### src/rtl/button_debouncer.sv
// Two-flop synchronizer plus four-state debounce FSM with press/release strobes.
// Optional long-press strobe is built when BUTTON_DEBOUNCER_LONG_PRESS_EN is defined.
module button_debouncer #(
  parameter int DEBOUNCE_CYCLES   = 250000,
  parameter int LONG_PRESS_CYCLES = 1000000,
  parameter int CNT_W             = 21
) (
  input  logic clk,
  input  logic rst,
  input  logic button_raw,
  output logic button_clean,
  output logic press_pulse,
  output logic release_pulse,
  output logic long_press
);

  typedef enum logic [1:0] {
    S_LOW       = 2'd0,
    S_RISE_WAIT = 2'd1,
    S_HIGH      = 2'd2,
    S_FALL_WAIT = 2'd3
  } state_t;

  localparam logic [CNT_W:0] DEB_LIM = (CNT_W + 1)'(DEBOUNCE_CYCLES);

  state_t           state;
  logic             sync1;
  logic             sync2;
  logic [CNT_W-1:0] count;
  logic [CNT_W:0]   count_inc;
  logic             count_done;

  // One extra bit so the compare can never be fooled by a wrapped increment.
  assign count_inc  = {1'b0, count} + (CNT_W + 1)'(1);
  assign count_done = (count_inc >= DEB_LIM);

  always_ff @(posedge clk) begin
    if (rst) begin
      sync1         <= 1'b0;
      sync2         <= 1'b0;
      state         <= S_LOW;
      count         <= '0;
      button_clean  <= 1'b0;
      press_pulse   <= 1'b0;
      release_pulse <= 1'b0;
    end else begin
      sync1         <= button_raw;
      sync2         <= sync1;
      press_pulse   <= 1'b0;
      release_pulse <= 1'b0;
      case (state)
        S_LOW: begin
          if (sync2) begin
            state <= S_RISE_WAIT;
            count <= CNT_W'(1);
          end else begin
            count <= '0;
          end
        end
        S_RISE_WAIT: begin
          if (!sync2) begin
            state <= S_LOW;
            count <= '0;
          end else if (count_done) begin
            state        <= S_HIGH;
            count        <= '0;
            button_clean <= 1'b1;
            press_pulse  <= 1'b1;
          end else begin
            count <= count_inc[CNT_W-1:0];
          end
        end
        S_HIGH: begin
          if (!sync2) begin
            state <= S_FALL_WAIT;
            count <= CNT_W'(1);
          end else begin
            count <= '0;
          end
        end
        S_FALL_WAIT: begin
          if (sync2) begin
            state <= S_HIGH;
            count <= '0;
          end else if (count_done) begin
            state         <= S_LOW;
            count         <= '0;
            button_clean  <= 1'b0;
            release_pulse <= 1'b1;
          end else begin
            count <= count_inc[CNT_W-1:0];
          end
        end
        default: begin
          state <= S_LOW;
          count <= '0;
        end
      endcase
    end
  end

`ifdef BUTTON_DEBOUNCER_LONG_PRESS_EN
  localparam logic [CNT_W:0] LP_LIM = (CNT_W + 1)'(LONG_PRESS_CYCLES);

  logic [CNT_W-1:0] lp_count;
  logic [CNT_W:0]   lp_inc;
  logic             leaving_high;

  assign lp_inc       = {1'b0, lp_count} + (CNT_W + 1)'(1);
  assign leaving_high = (state == S_FALL_WAIT) && !sync2 && count_done;

  // Saturates at the limit so the strobe fires once per hold.
  always_ff @(posedge clk) begin
    if (rst) begin
      lp_count   <= '0;
      long_press <= 1'b0;
    end else begin
      long_press <= 1'b0;
      if (!button_clean || leaving_high) begin
        lp_count <= '0;
      end else if (lp_inc <= LP_LIM) begin
        lp_count <= lp_inc[CNT_W-1:0];
        if (lp_inc == LP_LIM) begin
          long_press <= 1'b1;
        end
      end
    end
  end
`else
  assign long_press = 1'b0;
`endif

endmodule

### config.mk
export PLATFORM = sky130hd
export DESIGN_NAME = button_debouncer
export DESIGN_NICKNAME = d
export VERILOG_FILES = /design/src/rtl/button_debouncer.sv
export SDC_FILE = /design/constraint.sdc
export NUM_CORES = 1
export LEC_CHECK = 0
export ABC_AREA = 1
export BUFFER_PORTS_ARGS = -buffer_cell sky130_fd_sc_hd__buf_2
export CORE_ASPECT_RATIO = 1.5
export CORE_UTILIZATION = 58
export CTS_CLUSTER_SIZE = 20
export DETAILED_ROUTE_END_ITERATION = 12
export HOLD_SLACK_MARGIN = 0.1
export PLACE_DENSITY_LB_ADDON = 0.05
export SYNTH_ARGS = -nofsm -noshare
export SYNTH_HDL_FRONTEND = slang
export SYNTH_SLANG_ARGS = --single-unit
### constraint.sdc
create_clock -name clk -period 2.1 [get_ports clk]
set_input_delay 0.315 -clock clk [delete_from_list [all_inputs] [get_ports clk]]
set_output_delay 0.315 -clock clk [all_outputs]
set_load 0.01 [all_outputs]
* Yosys cells after proc, flatten, opt, wreduce, memory -nomap -nowiden
Index checks and enable logic that the tools add are counted.
** Cells by class
- Add/subtract/negate cells :: 1
- Equal/unequal tests :: 11
- Order comparisons :: 1
- Mux-type cells :: 19
- Reductions and logical operators :: 6
- Bitwise operators :: 3
** Operators with widths (count)
- case mux 21 bit (4 select lines) :: 1
- two-way mux 21 bit :: 3
- adder 21 x 1 -> 22 bit, second input constant :: 1
- greater-or-equal comparator 22 x 18 -> 1 bit, second input constant :: 1
- two-way mux 2 bit :: 6
- != test 2 bit, second input constant :: 6
- case mux 2 bit (4 select lines) :: 1
- two-way mux 1 bit :: 7
- != test 3 bit, second input constant :: 2
- OR reduction 3 bit :: 2
- AND reduction 5 bit :: 1
- == test 2 bit, second input constant :: 2
- AND reduction 4 bit :: 1
- inverter 1 bit :: 3
- == test 2 x 1 -> 1 bit, second input constant :: 1
- logical NOT 2 bit :: 1
- case mux 1 bit (2 select lines) :: 1
- nonzero test 2 bit :: 1
** Word-level totals
- Flip-flop bits (word level) :: 28
- Word-level logic and storage cells :: 48
- Bits of input ports :: 3
- Output and inout port bits :: 4

* Logic depth before layout (Yosys ltp)
- Depth in word-level cells :: 5
- Gate-level depth with buffers :: 17
- Depth with buffers taken out :: 17

* Worst setup path before layout
OpenSTA, ideal clock, no wires.
- Kind :: reg-to-reg
- Start point :: reg count[0]
- End point :: reg count[13]
- Clock period less this slack :: 1.870 ns
- Arrival time :: 1.751 ns
- Library setup time :: 0.119 ns
- Stages on the path, launching flop included :: 16
- Data required time :: 1.981 ns
- Slack :: 0.230 ns
- Path through :: dfxtp_1 -> ha_1 -> nand2_1 -> nor2_4 -> nand2_2 -> nor2_4 -> nand2_1 -> xor2_1 -> nand3_1 -> nor2_1 -> nand2_1 -> nand3_2 -> inv_2 -> nand2_4 -> buf_6 -> nor2_1
** Between the ends
- Cells in the longest elaborated chain, start to end :: 5
- Elaborated cells between the ends (all ways) :: 6
- Those cells by class :: add/sub (1); order compare (1); mux (4)
** RTL lines
- start: declaration :: RTL line 29 : logic [CNT_W-1:0] count;
- start signal: assignment :: RTL line 70 : count <= count_inc[CNT_W-1:0];
- start signal: assignment :: RTL line 91 : count <= count_inc[CNT_W-1:0];
- adder 21 x 1 -> 22 bit * :: RTL line 34 : assign count_inc = {1'b0, count} + (CNT_W + 1)'(1);
- greater-or-equal comparator 22 x 18 -> 1 bit :: RTL line 35 : assign count_done = (count_inc >= DEB_LIM);
- two-way mux 21 bit * :: RTL line 64, 85
- two-way mux 21 bit, on equally long branches :: RTL line 82, 61
- case mux 21 bit (4 select lines) * :: RTL line 51 : case (state)
Every way passes the cells marked *; elsewhere a longest branch is shown, timed or not.
A chain may end at the register's enable or synchronous reset.

* Worst setup path in the final report
- Start point :: reg count[1]
- End point :: reg count[14]
The elaborated chain is that of the path after synthesis.

==> results_dict.tcl <==
set metrics [dict create \
    outcome "completed" \
    p_leak_nw 0.698 \
    drv_slew 0 \
    antenna_cells 0 \
    dieArea_um2 2660 \
    synth_seq_cells 28 \
    antenna_found_initial 0 \
    cp_common_cell "nand2_2" \
    layout.nets 230 \
    synth_top_cell_by_area "dfxtp_1" \
    cp_cell_sequence "ha_4 > nand2_4 > nor2_4 > buf_6 > nand3_1 > nand2_1 > nand3_2 > nand2_2 > nand3_2 > nand2_2 > nand2_2 > nand2_2 > nand3_4 > inv_8 > nand2_8 > nor3_4" \
    clk_path_buf_depth 2 \
    cp_data_arrival_time_ns 2.37 \
    hold_path_class "input port to flip-flop" \
    min_from "button_raw" \
    finClkSkew_ns 0.00389 \
    grt_max_degree 18 \
    fin_util 0.770 \
    crit_start "count[1]" \
    synthTopCellsByArea "dfxtp_1 (39%), nand2_1 (13%), nor2_1 (9.0%)" \
    num_vias 1321 \
    grt_pass1_wl_mm 4.71 \
    rows 21 \
    start_util 0.622 \
    ios 7 \
    irDropWorstVdd_uv 550 \
    p_per_area_nw_per_um2 503 \
    final_cell_mix "nand2_1 (43), inv_1 (28), nor2_1 (26), dfxtp_1 (18), nand3_1 (16)" \
    drc_errors 0 \
    drv_cap 0 \
    wl_mm 3.09 \
    timing.final.hold_violations 0 \
    rr_startpoint "count[1]" \
    cts_tree "yes" \
    synth_top_area_frac 0.394 \
    final_common_cell "nand2_1" \
    ys_types 26 \
    synth_cells 207 \
    clock_sinks 28 \
    critPathCaptureType "flip-flop" \
    required_ns 2.37 \
    yosysWarnings 0 \
    ant_nets 0 \
    die_x_um 42.4 \
    ys_seq_area_frac 0.394 \
    clk_pin_slew_ns 0.15 \
    grt.overflow.total 0 \
    fin_ws_ns 0.000300 \
    cts-root-buf "clkbuf_4" \
    setup_viol 0 \
    drive_gt1_frac 0.316 \
    period_minus_slack_ns 2.10 \
    track_usage 0.217 \
    critPathSlowestCell "dfxtp_2" \
    firstDrtPassIters 4 \
    worst_pin_slew_ns 1.02 \
    period_share 1.00 \
    cts_buffers 3 \
    synth_area_um2 1420 \
    wire_per_inst_um 12.4 \
    avgSynthCellArea_um2 6.87 \
    die_h_um 62.6 \
    portBuffers 5 \
    drt-initial-drc-count 49 \
    rsz0062_at_grt "true" \
    htreeDepth 1 \
    post-place-ws_ns 0.0440 \
    syn_to_final_growth_pct 23.8 \
    gp_congestion 0.880 \
    relSlewSlack 0.315 \
    worst-setup-path-type "flip-flop to flip-flop" \
    place_hpwl_mm 2.06 \
    grt_pass1_vias 1222 \
    routed_via_density 5.33 \
    clk_latency_ns 0.33 \
    design.core.area_um2 2290 \
    slowest_delay_ns 0.39 \
    max_freq_mhz 476 \
    cp-start-kind "flip-flop" \
    crit_fanout 4 \
]
[cell type report]
type	instances	area [um2]
Sequential cell	28	576
Fill cell	156	527
Tap cell	23	28.8
Multi-Input combinational cell	151	921
Timing Repair Buffer	11	73.8
Clock buffer	4	36.3
Inverter	31	124
[synth_stat cells]
cell type / count
o21ai_0: 2
inv_2: 3
or2_1: 1
nor2_4: 4
nor3_2: 1
a21oi_1: 6
o21ai_1: 1
nand3_2: 2
xnor2_1: 1
conb_1: 1
nor2_2: 4
nor2_1: 34
xor2_1: 6
o21bai_1: 1
nand2_4: 1
nand4_1: 4
buf_6: 1
nand2_2: 3
ha_1: 1
dfxtp_1: 28
nor3_1: 5
a21o_1: 1
nand3_1: 18
nand2_1: 49
buf_4: 1
inv_1: 28
[metrics by stage]
step / total power [mW] / instance area, um2 / instances / hold slack [ns] / TNS, ns
final: 0.884 / 1760 / 248 / 0.172 / 0
after global routing: 0.918 / 1760 / 248 / 0.179 / -1.37
after CTS: 0.877 / 1530 / 241 / 0.173 / 0
after detailed placement: 0.618 / 1480 / 237 / 0.407 / 0
after global placement: 0.616 / 1480 / 237 / 0.397 / 0
after floorplan: 0.607 / 1430 / 210 / 0.384 / 0
[per-layer routing]
metal | share of wire | vias to the layer above | global-route usage
li1 | - | 670 | -
met1 | 0.40 | 617 | 0.251
met2 | 0.56 | 27 | 0.385
met3 | 0.027 | 7 | 0.0289
met4 | 0.018 | 0 | 0.0977
met5 | 0 | - | 0
[logic make-up (layout without fill, tap and decap cells)]
family,after synthesis,count (layout),share of synthesized area
DFF,28,28,0.394
other,1,4,0.00264
adders and majority gates,1,1,0.00880
and+or+nand+nor,126,128,0.414
buffers and inverters,33,46,0.0951
xor gates and xnor gates,7,7,0.0431
AOI/OAI and AO/OA,11,11,0.0423
[path summary, 6_finish.rpt]
check	endpoint	slack (ns)	depth (start not counted)
worst max-delay path	count[14]	0.0003	16
worst min register to register	sync2	0.43	2
worst min-delay path	sync1	0.17	3
worst max register to register	count[14]	0.0003	16
[worst max-delay path: cells and delay by family (launching register included)]
family / cells / cell delay, ns
fa+ha+maj: 1 / 0.15
buf+inv: 2 / 0.24
simple gates: 13 / 1.26
flops: 1 / 0.39
[where the power goes]
group          switching, mW  leakage (nW)  internal [mW]
clock network          0.158        0.0210          0.106
registers             0.0128         0.233          0.544
logic                 0.0443         0.444         0.0191
[what timing repair did]
item,4_1_cts,5_1_grt
pin swaps,0,15
buffers inserted,0,5
setup endpoints to repair,1,23
gates resized for setup,3,47
gates cloned,0,2
hold buffers,0,0
[registers in the layout, summed over array words and instances, names as in the netlist, named ones only]
name,flops
button_clean,1
sync2,1
state,1
count,21
release_pulse,1
sync1,1
press_pulse,1
(Power assumes the default switching activity.)
